## config.mk

```make
export PLATFORM = sky130hd
export DESIGN_NAME = cabezal_corte
export DESIGN_NICKNAME = d
export VERILOG_FILES = /design/src/rtl/cabezal_corte.sv
export SDC_FILE = /design/constraint.sdc
export NUM_CORES = 1
export LEC_CHECK = 0
export ABC_AREA = 1
export CAP_MARGIN = 20
export CELL_PAD_IN_SITES_DETAIL_PLACEMENT = 1
export CELL_PAD_IN_SITES_GLOBAL_PLACEMENT = 1
export CORE_UTILIZATION = 38
export CTS_BUF_LIST = sky130_fd_sc_hd__clkbuf_8
export DETAILED_ROUTE_END_ITERATION = 10
export PLACE_DENSITY_LB_ADDON = 0.1
export SLEW_MARGIN = 20
export SYNTH_ARGS = -nofsm -noshare
export SYNTH_HDL_FRONTEND = slang
export SYNTH_SLANG_ARGS = --single-unit
export TNS_END_PERCENT = 20
```

## constraint.sdc

```tcl
create_clock -name clock -period 2.1 [get_ports clock]
set_input_delay 0.21 -clock clock [delete_from_list [all_inputs] [get_ports clock]]
set_output_delay 0.21 -clock clock [all_outputs]
set_load 0.005 [all_outputs]
```

## src/rtl/cabezal_corte.sv

```systemverilog
// Cutting-head positioner: steps X/Y toward each latched target every DIVISOR cycles, dwells, then requests the next point.
// Optional feature macro CABEZAL_REGRESO_EN: the end-of-path marker first returns the head to (0,0), then finishes.
module cabezal_corte #(
    parameter int                    bits_eje      = 6,
    parameter int                    DIVISOR       = 4,
    parameter int                    TIEMPO_CORTE  = 2,
    parameter int                    LATENCIA_DATO = 4,
    parameter logic [2*bits_eje-1:0] MARCA_FIN     = '0
) (
    input  logic                clock,
    input  logic                reset_n,
    input  logic                cortando,
    input  logic [bits_eje-1:0] x_objetivo,
    input  logic [bits_eje-1:0] y_objetivo,
    output logic [bits_eje-1:0] x_actual,
    output logic [bits_eje-1:0] y_actual,
    output logic                paso_x,
    output logic                paso_y,
    output logic                dir_x,
    output logic                dir_y,
    output logic                dato_siguiente,
    output logic                corte_terminado,
    output logic                en_movimiento,
    output logic [2:0]          estado_actual
);

    localparam int DW   = (DIVISOR > 1) ? $clog2(DIVISOR) : 1;
    localparam int CMAX = (TIEMPO_CORTE > LATENCIA_DATO) ? TIEMPO_CORTE : LATENCIA_DATO;
    localparam int CW   = $clog2(CMAX + 1);

    typedef enum logic [2:0] {
        REPOSO       = 3'd0,
        CARGAR       = 3'd1,
        MOVER        = 3'd2,
        ASENTAR      = 3'd3,
        AVISAR       = 3'd4,
        ESPERAR_DATO = 3'd5,
        REGRESAR     = 3'd6,
        FIN          = 3'd7
    } estado_t;

    estado_t             estado_q, estado_d;
    logic [DW-1:0]       div_q, div_d;
    logic [CW-1:0]       cnt_q, cnt_d;
    logic [bits_eje-1:0] x_q, x_d, y_q, y_d;
    logic [bits_eje-1:0] tx_q, tx_d, ty_q, ty_d;
    logic                dir_x_q, dir_x_d, dir_y_q, dir_y_d;
    logic                paso_x_q, paso_x_d, paso_y_q, paso_y_d;

    logic [bits_eje-1:0] x_sig, y_sig;
    logic                mueve_x, mueve_y, en_destino;

    // Candidate position after one step; each axis only ever moves toward its latched target, so it cannot wrap.
    always_comb begin
        mueve_x = (x_q != tx_q);
        mueve_y = (y_q != ty_q);
        x_sig   = x_q;
        y_sig   = y_q;
        if (mueve_x) begin
            x_sig = dir_x_q ? (x_q + 1'b1) : (x_q - 1'b1);
        end
        if (mueve_y) begin
            y_sig = dir_y_q ? (y_q + 1'b1) : (y_q - 1'b1);
        end
        en_destino = (x_sig == tx_q) && (y_sig == ty_q);
    end

    always_comb begin
        estado_d = estado_q;
        div_d    = div_q;
        cnt_d    = cnt_q;
        x_d      = x_q;
        y_d      = y_q;
        tx_d     = tx_q;
        ty_d     = ty_q;
        dir_x_d  = dir_x_q;
        dir_y_d  = dir_y_q;
        paso_x_d = 1'b0;
        paso_y_d = 1'b0;

        case (estado_q)
            REPOSO: begin
                if (cortando) begin
                    estado_d = CARGAR;
                end
            end
            CARGAR: begin
                div_d   = '0;
                cnt_d   = '0;
                tx_d    = x_objetivo;
                ty_d    = y_objetivo;
                dir_x_d = (x_objetivo > x_q);
                dir_y_d = (y_objetivo > y_q);
                if ({x_objetivo, y_objetivo} == MARCA_FIN) begin
`ifdef CABEZAL_REGRESO_EN
                    tx_d    = '0;
                    ty_d    = '0;
                    dir_x_d = 1'b0;
                    dir_y_d = 1'b0;
                    estado_d = ((x_q == '0) && (y_q == '0)) ? FIN : REGRESAR;
`else
                    estado_d = FIN;
`endif
                end else if ((x_objetivo == x_q) && (y_objetivo == y_q)) begin
                    estado_d = AVISAR;
                end else begin
                    estado_d = MOVER;
                end
            end
            MOVER, REGRESAR: begin
                if (div_q == DW'(DIVISOR - 1)) begin
                    div_d    = '0;
                    paso_x_d = mueve_x;
                    paso_y_d = mueve_y;
                    x_d      = x_sig;
                    y_d      = y_sig;
                    if (en_destino) begin
                        estado_d = (estado_q == REGRESAR) ? FIN : ASENTAR;
                    end
                end else begin
                    div_d = div_q + 1'b1;
                end
            end
            ASENTAR: begin
                if (cnt_q == CW'(TIEMPO_CORTE - 1)) begin
                    cnt_d    = '0;
                    estado_d = AVISAR;
                end else begin
                    cnt_d = cnt_q + 1'b1;
                end
            end
            AVISAR: begin
                cnt_d    = '0;
                estado_d = ESPERAR_DATO;
            end
            ESPERAR_DATO: begin
                if (cnt_q == CW'(LATENCIA_DATO - 1)) begin
                    cnt_d    = '0;
                    estado_d = CARGAR;
                end else begin
                    cnt_d = cnt_q + 1'b1;
                end
            end
            FIN: begin
                estado_d = FIN;
            end
            default: begin
                estado_d = REPOSO;
            end
        endcase

        // Dropping cortando wins over everything, including a step due on this very edge.
        if ((estado_q != REPOSO) && !cortando) begin
            estado_d = REPOSO;
            div_d    = '0;
            cnt_d    = '0;
            x_d      = x_q;
            y_d      = y_q;
            tx_d     = tx_q;
            ty_d     = ty_q;
            dir_x_d  = dir_x_q;
            dir_y_d  = dir_y_q;
            paso_x_d = 1'b0;
            paso_y_d = 1'b0;
        end
    end

    always_ff @(posedge clock or negedge reset_n) begin
        if (!reset_n) begin
            estado_q <= REPOSO;
            div_q    <= '0;
            cnt_q    <= '0;
            x_q      <= '0;
            y_q      <= '0;
            tx_q     <= '0;
            ty_q     <= '0;
            dir_x_q  <= 1'b0;
            dir_y_q  <= 1'b0;
            paso_x_q <= 1'b0;
            paso_y_q <= 1'b0;
        end else begin
            estado_q <= estado_d;
            div_q    <= div_d;
            cnt_q    <= cnt_d;
            x_q      <= x_d;
            y_q      <= y_d;
            tx_q     <= tx_d;
            ty_q     <= ty_d;
            dir_x_q  <= dir_x_d;
            dir_y_q  <= dir_y_d;
            paso_x_q <= paso_x_d;
            paso_y_q <= paso_y_d;
        end
    end

    assign x_actual        = x_q;
    assign y_actual        = y_q;
    assign paso_x          = paso_x_q;
    assign paso_y          = paso_y_q;
    assign dir_x           = dir_x_q;
    assign dir_y           = dir_y_q;
    assign dato_siguiente  = (estado_q == AVISAR);
    assign corte_terminado = (estado_q == FIN);
    assign en_movimiento   = (estado_q == MOVER) || (estado_q == REGRESAR);
    assign estado_actual   = estado_q;

endmodule
```

==> After elaboration in Yosys (flattened, before gate mapping) <==
Cells that the tools add are included.
{ "totals": {"out_inout_bits": 22, "regBits": 36, "word_cells": 83, "in_bits": 15} }
{ "op_classes": {"n_eq_ne": 21, "mux": 27, "n_lt_le_gt_ge": 2, "addsub": 6, "n_bitwise": 1, "n_reduce_logical": 15} }
{ "op_table": {"columns": ["op", "count"], "rows": [
  ["3-bit two-way mux", 12],
  ["6-bit == test", 4],
  ["6-bit two-way mux", 4],
  ["3-bit one-hot mux with 7 select lines", 1],
  ["3-bit != test (second input constant)", 5],
  ["6-bit by 1-bit adder with 6-bit output (second input constant)", 2],
  ["3-bit == test (second input constant)", 4],
  ["6-bit > comparator", 2],
  ["12-bit zero test", 1],
  ["6-bit != test", 2],
  ["6-bit by 1-bit subtractor with 6-bit output (second input constant)", 2],
  ["3-bit by 2-bit == test with 1-bit output (second input constant)", 3],
  ["3-bit one-hot mux with 3 select lines", 1],
  ["3-bit by 1-bit == test with 1-bit output (second input constant)", 2],
  ["1-bit two-way mux", 6],
  ["3-bit nonzero test", 2],
  ["5-bit AND reduction", 1],
  ["2-bit two-way mux", 2],
  ["2-bit one-hot mux with 2 select lines", 1],
  ["4-bit nonzero test", 1],
  ["2-bit OR reduction", 2],
  ["3-bit by 1-bit adder with 3-bit output (second input constant)", 1],
  ["1-bit logical AND", 3],
  ["3-bit zero test", 1],
  ["7 further kinds", 7]
]} }

==> Depth between registers and ports, before layout <==
{ "depth": {"depth_word": 9, "depth_mapped": 18, "mapped_depth_nobuf": 18} }

==> Least setup slack after synthesis <==
No wires, ideal clock.
{ "synth_path": {"kind": "reg-to-reg", "from": "reg dir_y_q (netlist: dir_y)", "to": "reg estado_q[2] (netlist: estado_actual[2])", "path_buffers": 0, "setup_time_ps": 117, "t_arrival_ps": 1985, "path_stages_with_launch": 18, "slack_ps": -2, "period_less_slack_ps": 2102, "required_ps": 1983, "path_cell_list": "dfrtp_1 inv_1 ha_1 or2_2 nand3_1 nand2_1 inv_1 nand2_1 nand3_1 nand2_1 nor2_1 nand2_1 nor2_1 nand3_1 nand2_2 nand2_2 nand2_1 nand2_1"} }
{ "synth_between": {"elab_chain_len": 6} }
{ "synth_lines": {"columns": ["element", "line_no", "rtl"], "rows": [
  ["start, declared", "47", "logic dir_x_q, dir_x_d, dir_y_q, dir_y_d;"],
  ["start signal, assigned", "190", "dir_y_q <= dir_y_d;"],
  ["6-bit two-way mux", "63", "y_sig = dir_y_q ? (y_q + 1'b1) : (y_q - 1'b1);"],
  ["6-bit two-way mux", "62", "if (mueve_y) begin"],
  ["6-bit == test", "65", "en_destino = (x_sig == tx_q) && (y_sig == ty_q);"],
  ["1-bit logical AND", "65", null],
  ["3-bit != test (no line)", null, null],
  ["5-bit AND reduction (no line)", null, null],
  ["end signal, assigned", "182", "estado_q <= estado_d;"],
  ["end, declared", "42", "estado_t estado_q, estado_d;"]
]} }
No other way between the ends.
A chain may end at the register's enable or synchronous reset.

==> Worst setup path after layout <==
{ "layout_path": {"from": "reg dir_x_q (netlist: dir_x)", "to": "reg estado_q[1] (netlist: estado_actual[1])"} }
{ "layout_between": {"elab_chain_len": 6} }
{ "layout_lines": {"columns": ["element", "line_no", "rtl"], "rows": [
  ["start, declared", "47", null],
  ["start signal, assigned", "189", "dir_x_q <= dir_x_d;"],
  ["6-bit two-way mux", "60", "x_sig = dir_x_q ? (x_q + 1'b1) : (x_q - 1'b1);"],
  ["6-bit two-way mux", "59", "if (mueve_x) begin"],
  ["6-bit == test", "65", null],
  ["1-bit logical AND", "65", null],
  ["3-bit != test (no line)", null, null],
  ["5-bit AND reduction (no line)", null, null]
]} }
No other way between the ends.

==> metrics <==
final setup violating endpoints=3; worst slack, placed=-0.332 ns; Slew Limit Fails=0; Area growth, synth to finish=36.6%; Req. time, crit path=roughly 2.3 ns; Compound-Gate Fraction of Synth Area=around 9.7%; GRT overflow=0; Mapped Nets=slightly below 500; PD cells=between 1000 and 1500 mW/mm^2; Net Sw Frac=~48%; async set or reset register ratio after synthesis=100%; DR vias=roughly 3200; largest family of logic cells by synthesized area=simple AND/OR/NAND/NOR gates; top post-synthesis cells by area=dfrtp_1 30%, nand2_1 16%, ha_1 11%; # clock sinks=36; syn_area_per_cell=between 6 and 7 um^2; DP Wirelength=7.49 mm; Final Skew=roughly 0.0042 ns; clk buf depth=2; vias per cell=5.04; Synth Cell Area=about 0.003 mm^2; DRC viols=0; measured slew at the worst slew-check pin=0.907 ns; share of layout cells above drive strength 1=about a quarter; reg-to-reg startpoint=dir_x; Area after DPL=0.00386 mm^2; outcome=finished, violations left; PortBufs=36; synthesized netlist cell count=between 400 and 500; CTS tree=done; Chip Height=approximately 91 um; Initial DRC Count=113; antenna violations before repair=0; first-pass GRT wire length=around 16 mm; top_reg_cell synth=dfrtp_1; CTS clk-pin slew, worst paths=roughly 0.08 ns; routability cong.=~0.85; adder-cell share of the synthesized area=roughly 12%; maximum vdd drop=roughly 0.51 mV; DIE AREA=0.00837 mm^2; antenna-violating nets left=0; Ports=37; Seq cells post-synth=36; Clock power frac=9.5%; crit start category=register; Synth Area in XOR/XNOR=1.73%; EDFF count, synth=0; Ys Warns=0; max-cap viol count=0; DRT Pass-1 Iters=4; post-synthesis simple-gate area fraction=38.1%; combinational share of power=~70%; wire length per cell=15.2 um; Int Power=2.80 mW; sequential area share after synthesis=between 20% and 30%; nets=approximately 570; failing checks=negative setup slack; post-layout minimum cycle time=about 2.3 ns; Initial Util=around two fifths; CTS root buf=clkbuf_8; synth unique cells=30; Crit Path Category=reg -> reg; width of the die=between 90 and 100 um; FF-to-FF End=estado_actual[1]; setup ws final=-0.203 ns; Ant. Diodes=0; CP Capture Type=register; pin count of the biggest net entering global routing=37; overall global routing resource usage=approximately a quarter; mux contribution to synthesized area=0%; fin crit share=110%; overall power=about 5.4 mW; P_leak=around 2.1 nW; dominant cell type by area after synthesis=dfrtp_1; post-route cell area=a little over 0.004 mm^2; Seq pwr share=20.6%; top cell type's share of synthesized area=between 20% and 30%; fmax=about 0.43 GHz; Max H-tree Level=2; vias in the first global route=3302; Core Area=about 0.0077 mm^2; Hold Vio Cnt, Final=0; RSZ-0062 raised after global routing=yes; most frequent cells in the layout=119 x nand2_1, 54 x inv_1, 47 x buf_4; final wirelength=between 9 and 10 mm; storage element area=~900 um^2; TritonCTS buffer count=5; row cnt=32; slew margin rel.=between 30% and 40%; R2R cell count=15; Hold WC Path Type=in -> async; fillers=a little under 1000; Crit Path Max Fanout=4; sw power=2.61 mW; area occupied by multi-input gates=0.00203 mm^2; Worst R2R Setup Slack=-0.20 ns; Worst EP arrival=between 2 and 2.5 ns; commonest non-fill, non-tap cell in the layout=nand2_1; Worst-Skew Late Latency=~0.29 ns
-- synth_stat cells, types with 2 or more instances --
| cell | n |
|---|---|
| o221ai_1 | 2 |
| nand3_1 | 35 |
| nand2_2 | 10 |
| nand4_1 | 12 |
| nand3b_1 | 6 |
| inv_1 | 54 |
| nand2_1 | 130 |
| or2_2 | 6 |
| inv_2 | 14 |
| o21ai_0 | 28 |
| dfrtp_1 | 36 |
| nor2_1 | 31 |
| a21oi_1 | 16 |
| xnor2_1 | 3 |
| nor3_1 | 4 |
| buf_2 | 2 |
| a31oi_1 | 2 |
| fa_1 | 2 |
| xor2_1 | 3 |
| ha_1 | 26 |
| nand3_4 | 2 |
| nor2_8 | 4 |
| o22ai_1 | 3 |
-- area by class of cell --
class	count	share of cell area (%)
clock buffers	6	1.99
inverters	68	6.14
repair buffers	87	18.1
multi-input cells	331	48.8
well taps	102	3.07
flip-flops and latches	36	21.7
clock inverters	2	0.181
-- how the worst max path moves through the flow --
| stage | slack (ns) | startpoint | cells past startpoint | end |
|---|---|---|---|---|
| finish | -0.20 | dir_x | 15 | estado_actual[1] |
| global route | -0.33 | dir_x | 16 | estado_actual[1] |
| CTS | -0.14 | dir_x | 16 | estado_actual[1] |
| detailed placement | -0.33 | dir_x | 18 | estado_actual[1] |
| global placement | -0.26 | dir_x | 15 | estado_actual[1] |
| floorplan | 0.007 | dir_x | 15 | estado_actual[2] |
-- cells by family (layout without fill, tap and decap cells) --
logic type | count (synthesis) | after routing
and+or+nand+nor | 243 | 243
buffers and inverters | 71 | 163
AOI/OAI and AO/OA | 54 | 54
DFF | 36 | 36
adders and majority gates | 28 | 28
xor gates and xnor gates | 6 | 6
-- critical path: stages, from the launching register on --
cell and delay [ns]:
dfrtp_1 0.42, buf_6 0.13, fa_2 0.38, nand3b_1 0.20, nand3b_1 0.13, nand2_2 0.07, nand2_2 0.08, nand2_1 0.06
nand2_1 0.08, nand2_2 0.06, nor3_4 0.19, nand3_2 0.11, nand2_2 0.11, nand2_2 0.06, nand2_1 0.06, nand2_1 0.05
-- through the flow --
stage / utilization, % / hold WS [ns] / instances / TNS (ns)
floorplan: - / -0.0856 / 438 / 0
CTS: 52.6 / 0.0701 / 630 / -0.341
detailed placement: 50.0 / 0.387 / 618 / -0.924
global placement: 50.0 / 0.386 / 618 / -0.700
global route: 53.8 / 0.115 / 632 / -0.913
finish: 53.8 / 0.0471 / 632 / -0.530
-- sequential cells by signal, summed over array words and instances (netlist names) --
name,count
tx_q,6
ty_q,6
x_actual,6
y_actual,6
cnt_q,3
estado_actual,3
div_q,2
dir_x,1
dir_y,1
paso_x,1
paso_y,1
-- power by group through the flow --
stage	Clock [mW]	Combinational, mW	Sequential [mW]
finish	0.513	3.78	1.12
global route	0.561	4.18	1.15
CTS	0.540	3.54	1.12
detailed placement	0	3.32	1.12
global placement	0	3.20	1.11
floorplan	0	2.17	1.09
-- routing by layer --
| metal | track usage [%] | vias to the layer above | wire (um) |
|---|---|---|---|
| met5 | 0 | - | 0 |
| met4 | 4.89 | 0 | 63 |
| met3 | 2.85 | 5 | 244 |
| met2 | 42.0 | 34 | 4790 |
| met1 | 31.2 | 1546 | 4490 |
| li1 | - | 1603 | - |
-- timing repair --
action,in CTS,in global routing
endpoints found under the setup margin,3,3
endpoints found under the hold margin,0,0
resized for setup,19,20
buffers inserted,4,2
pin swaps,10,15
hold buffers,0,0
No activity file was read; power rests on OpenSTA's default activity.
